===== src/rtl/cdc_pkg.sv =====
// Shared definitions for the 4-phase clock-domain-crossing transmitter.
// Holds the handshake state type, the default word width and timeout,
// and a helper that sizes the phase counter.
package cdc_pkg;

   localparam int CDC_WIDTH_DEF       = 8;
   localparam int CDC_TIMEOUT_DEF     = 255;
   localparam int CDC_SYNC_STAGES_DEF = 2;

   typedef enum logic [1:0] {
      IDLE   = 2'd0,
      REQ_HI = 2'd1,
      REQ_LO = 2'd2
   } cdc_state_e;

   // Bits needed to hold 0..timeout; never narrower than one bit so a
   // disabled timeout still yields a legal counter.
   function automatic int cdc_cnt_width(input int timeout);
      int w;
      w = $clog2(timeout + 1);
      return (w < 1) ? 1 : w;
   endfunction

endpackage


===== src/rtl/cdc_sync_bit.sv =====
// Single-bit multi-flop synchronizer for an asynchronous level.
// Ports:
//   clk  - destination clock
//   rst  - synchronous active-high reset, clears every stage
//   d    - asynchronous input
//   q    - synchronized output (last stage)
// SYNC_STAGES is expected in 2..4.
module cdc_sync_bit #(
   parameter int SYNC_STAGES = 2
) (
   input  logic clk,
   input  logic rst,
   input  logic d,
   output logic q
);

   logic [SYNC_STAGES-1:0] sync_q;

   always_ff @(posedge clk) begin
      if (rst) begin
         sync_q <= '0;
      end else begin
         sync_q <= {sync_q[SYNC_STAGES-2:0], d};
      end
   end

   assign q = sync_q[SYNC_STAGES-1];

endmodule


===== src/rtl/cdc_hs_tx.sv =====
// Transmit side of a 4-phase req/ack handshake into a remote clock domain.
// A word accepted on in_valid/in_ready is held on data_o while req_o is
// raised; the remote's ack is synchronized, req_o is dropped, and once the
// ack falls again the transfer completes with a done_o pulse.
// Each phase is bounded by TIMEOUT cycles (0 disables); a timeout sets the
// sticky err_o flag.
// Ports:
//   clk, rst          - clock, synchronous active-high reset
//   ena               - allows new acceptances (in-flight transfer continues)
//   in_valid/in_data  - local word offer
//   in_ready          - word accepted on this edge if in_valid
//   req_o/data_o      - registered request and held word to remote
//   ack_i             - asynchronous acknowledge from remote
//   done_o            - one-cycle completion pulse
//   err_o/err_clr     - sticky timeout flag and its clear
//
// state  | meaning
// IDLE   | waiting for a word; in_ready needs ena and a low synced ack
// REQ_HI | req_o high, waiting for synced ack to rise
// REQ_LO | req_o low, waiting for synced ack to fall
module cdc_hs_tx
   import cdc_pkg::*;
#(
   parameter int WIDTH       = CDC_WIDTH_DEF,
   parameter int SYNC_STAGES = CDC_SYNC_STAGES_DEF,
   parameter int TIMEOUT     = CDC_TIMEOUT_DEF
) (
   input  logic             clk,
   input  logic             rst,
   input  logic             ena,
   input  logic             in_valid,
   input  logic [WIDTH-1:0] in_data,
   output logic             in_ready,
   output logic             req_o,
   output logic [WIDTH-1:0] data_o,
   input  logic             ack_i,
   output logic             done_o,
   output logic             err_o,
   input  logic             err_clr
);

   localparam int CNT_W = cdc_cnt_width(TIMEOUT);
   localparam logic [CNT_W-1:0] CNT_MAX = '1;
   // Timeout fires on the edge at which the counter would reach TIMEOUT.
   localparam logic [CNT_W-1:0] CNT_LAST = CNT_W'(TIMEOUT - 1);

   cdc_state_e       state_q, state_d;
   logic             req_q, req_d;
   logic [WIDTH-1:0] data_q;
   logic             load;
   logic             done_q, done_d;
   logic             err_q, err_d;
   logic             abort_q, abort_d;
   logic [CNT_W-1:0] cnt_q, cnt_d;
   logic             ack_s;
   logic             timeout_hit;

   cdc_sync_bit #(
      .SYNC_STAGES (SYNC_STAGES)
   ) u_ack_sync (
      .clk (clk),
      .rst (rst),
      .d   (ack_i),
      .q   (ack_s)
   );

   assign in_ready    = (state_q == IDLE) && ena && !ack_s;
   assign timeout_hit = (TIMEOUT != 0) && (cnt_q == CNT_LAST);

   // A request that timed out never saw an ack, so a low ack in REQ_LO means
   // nothing for it. abort_q makes such a transfer sit out the full REQ_LO
   // timeout as a quiet period for the remote, then return without done_o.
   always_comb begin
      state_d = state_q;
      req_d   = req_q;
      load    = 1'b0;
      done_d  = 1'b0;
      abort_d = abort_q;
      err_d   = err_clr ? 1'b0 : err_q;
      case (state_q)
         IDLE: begin
            if (in_valid && in_ready) begin
               load    = 1'b1;
               req_d   = 1'b1;
               abort_d = 1'b0;
               state_d = REQ_HI;
            end
         end
         REQ_HI: begin
            if (ack_s) begin
               req_d   = 1'b0;
               state_d = REQ_LO;
            end else if (timeout_hit) begin
               req_d   = 1'b0;
               err_d   = 1'b1;
               abort_d = 1'b1;
               state_d = REQ_LO;
            end
         end
         REQ_LO: begin
            if (!abort_q && !ack_s) begin
               done_d  = 1'b1;
               state_d = IDLE;
            end else if (timeout_hit) begin
               err_d   = 1'b1;
               state_d = IDLE;
            end
         end
         default: begin
            req_d   = 1'b0;
            state_d = IDLE;
         end
      endcase
   end

   always_comb begin
      cnt_d = cnt_q;
      if (state_d != state_q) begin
         cnt_d = '0;
      end else if ((state_q != IDLE) && (cnt_q != CNT_MAX)) begin
         cnt_d = cnt_q + 1'b1;
      end
   end

   always_ff @(posedge clk) begin
      if (rst) begin
         state_q <= IDLE;
         req_q   <= 1'b0;
         data_q  <= '0;
         done_q  <= 1'b0;
         err_q   <= 1'b0;
         abort_q <= 1'b0;
         cnt_q   <= '0;
      end else begin
         state_q <= state_d;
         req_q   <= req_d;
         done_q  <= done_d;
         err_q   <= err_d;
         abort_q <= abort_d;
         cnt_q   <= cnt_d;
         if (load) begin
            data_q <= in_data;
         end
      end
   end

   assign req_o  = req_q;
   assign data_o = data_q;
   assign done_o = done_q;
   assign err_o  = err_q;

endmodule


===== config.mk =====
export PLATFORM = sky130hd
export DESIGN_NAME = cdc_hs_tx
export DESIGN_NICKNAME = d
export VERILOG_FILES = /design/src/rtl/cdc_pkg.sv /design/src/rtl/cdc_sync_bit.sv /design/src/rtl/cdc_hs_tx.sv
export SDC_FILE = /design/constraint.sdc
export NUM_CORES = 1
export LEC_CHECK = 0
export ABC_AREA = 1
export CORE_MARGIN = 2
export CORE_UTILIZATION = 30
export CTS_BUF_LIST = sky130_fd_sc_hd__clkbuf_2 sky130_fd_sc_hd__clkbuf_4 sky130_fd_sc_hd__clkbuf_8
export DETAILED_ROUTE_END_ITERATION = 6
export GPL_TIMING_DRIVEN = 0
export PLACE_DENSITY = 0.5
export SYNTH_ARGS = -nofsm -noshare
export SYNTH_HDL_FRONTEND = slang
export SYNTH_SLANG_ARGS = --single-unit

===== constraint.sdc =====
create_clock -name clk -period 3.7 [get_ports clk]
set_input_delay 0.37 -clock clk [delete_from_list [all_inputs] [get_ports clk]]
set_output_delay 0.37 -clock clk [all_outputs]
set_load 0.05 [all_outputs]

==> results_dict.tcl <==
set metrics [dict create \
    setup_ws_ns 0.965 \
    drcViolationCount 0 \
    core_area_sq_um 3970 \
    grt_max_degree 15 \
    m1WireLength_mm 1.26 \
    postCtsSetupBuffers 0 \
    fin_setup_tns_ns 0 \
    cts_tree "built" \
    synth_top_family_by_area "simple AND/OR/NAND/NOR gates" \
    rows 23 \
    cts_max_level 1 \
    clk-insertion-delay-late_ns 0.26 \
    yosys_warnings 0 \
    power_leakage_uw 0.000630 \
    syn_area_per_cell_sq_um 7.30 \
    num-fill-cells 404 \
    grtUsageTotal_pct 13.7 \
    pin_count 26 \
    final_nets 217 \
    postLayoutCoreUtil_pct 40.2 \
    grt_overflow_total 0 \
    fin_area_sq_um 1600 \
    cp.arrival_ns 2.37 \
    dpl_cell_area_sq_um 1530 \
    clock_sinks 24 \
    port_buffers 23 \
    ant_nets 0 \
    synth_seq_area_share_pct 38.9 \
    num_vias 1124 \
    cts_buffers 3 \
    fin_skew_ns 0.00203 \
    crit_chain "inv_1, ha_1, nand2_1, nor2_2, clkdlybuf4s50_1" \
    status "finished clean" \
    wire_per_inst_um 11.2 \
    worstSetupPathType "register to output pin" \
    rrSetupSlack_ns 1.86 \
    via_per_inst 4.57 \
    routed.top_layer "met4" \
    dieArea_sq_um 4640 \
    slew_viol_final 0 \
    synth_xor_area_share_pct 2.84 \
    tightestPinTransition_ns 0.514 \
    dpl.hpwl_mm 2.15 \
    hold_buffers 0 \
    peakVddDrop_mv 0.225 \
    dieHeight_um 68.1 \
    area_delta_synth_final_pct 29.5 \
    period_needed_ns 2.74 \
    ys_ff_latch 24 \
    crit_start "state_q[0]" \
    crit_slowest_cell "clkdlybuf4s50_1" \
    crit_required_ns 3.33 \
    wl_met2_mm 1.33 \
    gp_congestion 0.938 \
    drive_gt1_share_pct 6.63 \
    grt_antenna_before_repair 0 \
    synth_fa_ha_area_share_pct 6.09 \
    min_from "u_ack_sync.sync_q[0]" \
    cts_max_path_buffers 2 \
    diodes 0 \
    grt_pass1_wl_mm 4.78 \
    cp_max_fo 9 \
    drtPass1Iterations 4 \
    maxCapViolations 0 \
    netlist_area_sq_um 1230 \
    max_stage_delay_ns 0.87 \
    critPathCaptureType "output pin" \
    r2r-start "state_q[0]" \
    dr_wl_met3_um 144 \
    wirelength_mm 2.76 \
    powerDensity_nw_per_um2 384 \
    fin_hold_ws_ns 0.412 \
    synthSimpleGateAreaFrac_pct 32.0 \
    place_ws_ns 1.21 \
    max_freq_mhz 366 \
    cp.buffers_inverters 2 \
    hold_class "register to register" \
    ys_types 24 \
    relSlewSlack_pct 65.6 \
    grt_pass1_vias 1068 \
    finalSetupViolations 0 \
    rsz0062_at_grt "false" \
    cts_root_buffer "clkbuf_8" \
    finalHoldViolations 0 \
    syn_nets 189 \
    die_w_um 68.1 \
    muxShareOfSynthArea_pct 0 \
    drt_iter0_markers 43 \
    cts_resized 0 \
    start_util_pct 31.1 \
    path_clk_slew_ns 0.08 \
    cp-start-kind "register" \
    period_share_pct 73.9 \
    synth_compound_area_share_pct 9.74 \
    synth_cells 169 \
    cp_top_family "buffers and inverters" \
]
## sequential cells by signal (all words and copies together) (netlist names)
| name | cells |
|---|---|
| cnt_q | 8 |
| data_o | 8 |
| state_q | 2 |
| u_ack_sync.sync_q | 2 |
| abort_q | 1 |
| done_o | 1 |
| err_o | 1 |
| req_o | 1 |
## cell type report
cell class              instances  area (sq um)  area share [%]
well taps                      50          62.6            3.92
flip-flops and latches         24           480            30.1
clock buffers                   3          41.3            2.58
multi-input cells             114           626            39.2
repair buffers                 23           230            14.4
clock inverters                 1          30.0            1.88
plain buffers                   4          26.3            1.64
inverters                      27           101            6.34
## where the power goes
part / switching [uW] / internal (uW) / total [uW]
Sequential: 5.67 / 267 / 273
Clock: 83.6 / 145 / 228
Combinational: 70.5 / 42.2 / 113
Total: 160 / 454 / 613
## cells in the mapped netlist
library cell / instances / area [sq um]
a21oi_1: 12 / 60.1
a21oi_4: 1 / 16.3
a311oi_1: 1 / 8.76
a31oi_1: 2 / 12.5
buf_4: 1 / 7.51
buf_6: 1 / 11.3
clkbuf_1: 2 / 7.51
dfxtp_1: 24 / 480
ha_1: 6 / 75.1
inv_1: 27 / 101
nand2_1: 37 / 139
nand2_2: 2 / 12.5
nand3_1: 13 / 65.1
nand3_4: 1 / 17.5
nand3b_1: 1 / 7.51
nand4_1: 2 / 12.5
nand4_4: 1 / 21.3
nor2_1: 14 / 52.6
nor2_2: 2 / 12.5
nor3_1: 11 / 55.1
o21ai_0: 3 / 15.0
o31ai_1: 1 / 7.51
xnor2_1: 1 / 8.76
xor2_1: 3 / 26.3
## stage by stage
step           std cells  total power [uW]
2_1_floorplan        169               353
3_3_place_gp         242               391
3_5_place_dp         242               393
4_1_cts              246               623
5_1_grt              246               646
6_report             246               613
## per-layer routing
metal  vias to the layer above  global-route usage (%)
met5                         -                       0
met4                         0                    4.50
met3                         2                    4.44
met2                        24                    23.4
met1                       504                    16.1
li1                        594                       -
## final timing paths
kind,endpoint,depth (start not counted)
worst max-delay path,in_ready,5
worst min-delay path,u_ack_sync.sync_q[1],2
worst max register to register,cnt_q[3],8
worst min register to register,u_ack_sync.sync_q[1],2
## cells by family (layout without fill, tap and decap cells)
logic type,after synthesis,in the layout
adders and majority gates,6,6
xor gates and xnor gates,4,4
DFF,24,24
buffers and inverters,31,58
and+or+nand+nor,84,84
AOI/OAI and AO/OA,20,20
## cells in the final DEF, fill, tap and decap left out
master and instances:
a21oi_1 12, a21oi_4 1, a311oi_1 1, a31oi_1 2, buf_4 1, buf_6 1, bufinv_16 1, clkbuf_1 2
clkbuf_8 3, clkdlybuf4s50_1 23, dfxtp_1 24, ha_1 6, inv_1 27, nand2_1 37, nand2_2 2, nand3_1 13
nand3_4 1, nand3b_1 1, nand4_1 2, nand4_4 1, nor2_1 14, nor2_2 2, nor3_1 11, o21ai_0 3
o31ai_1 1, xnor2_1 1, xor2_1 3
## worst min-delay path: stages, from the launching register on
cell	delay (ns)
dfxtp_1	0.30
inv_1	0.04
nor2_1	0.03
(Power assumes the default switching activity.)
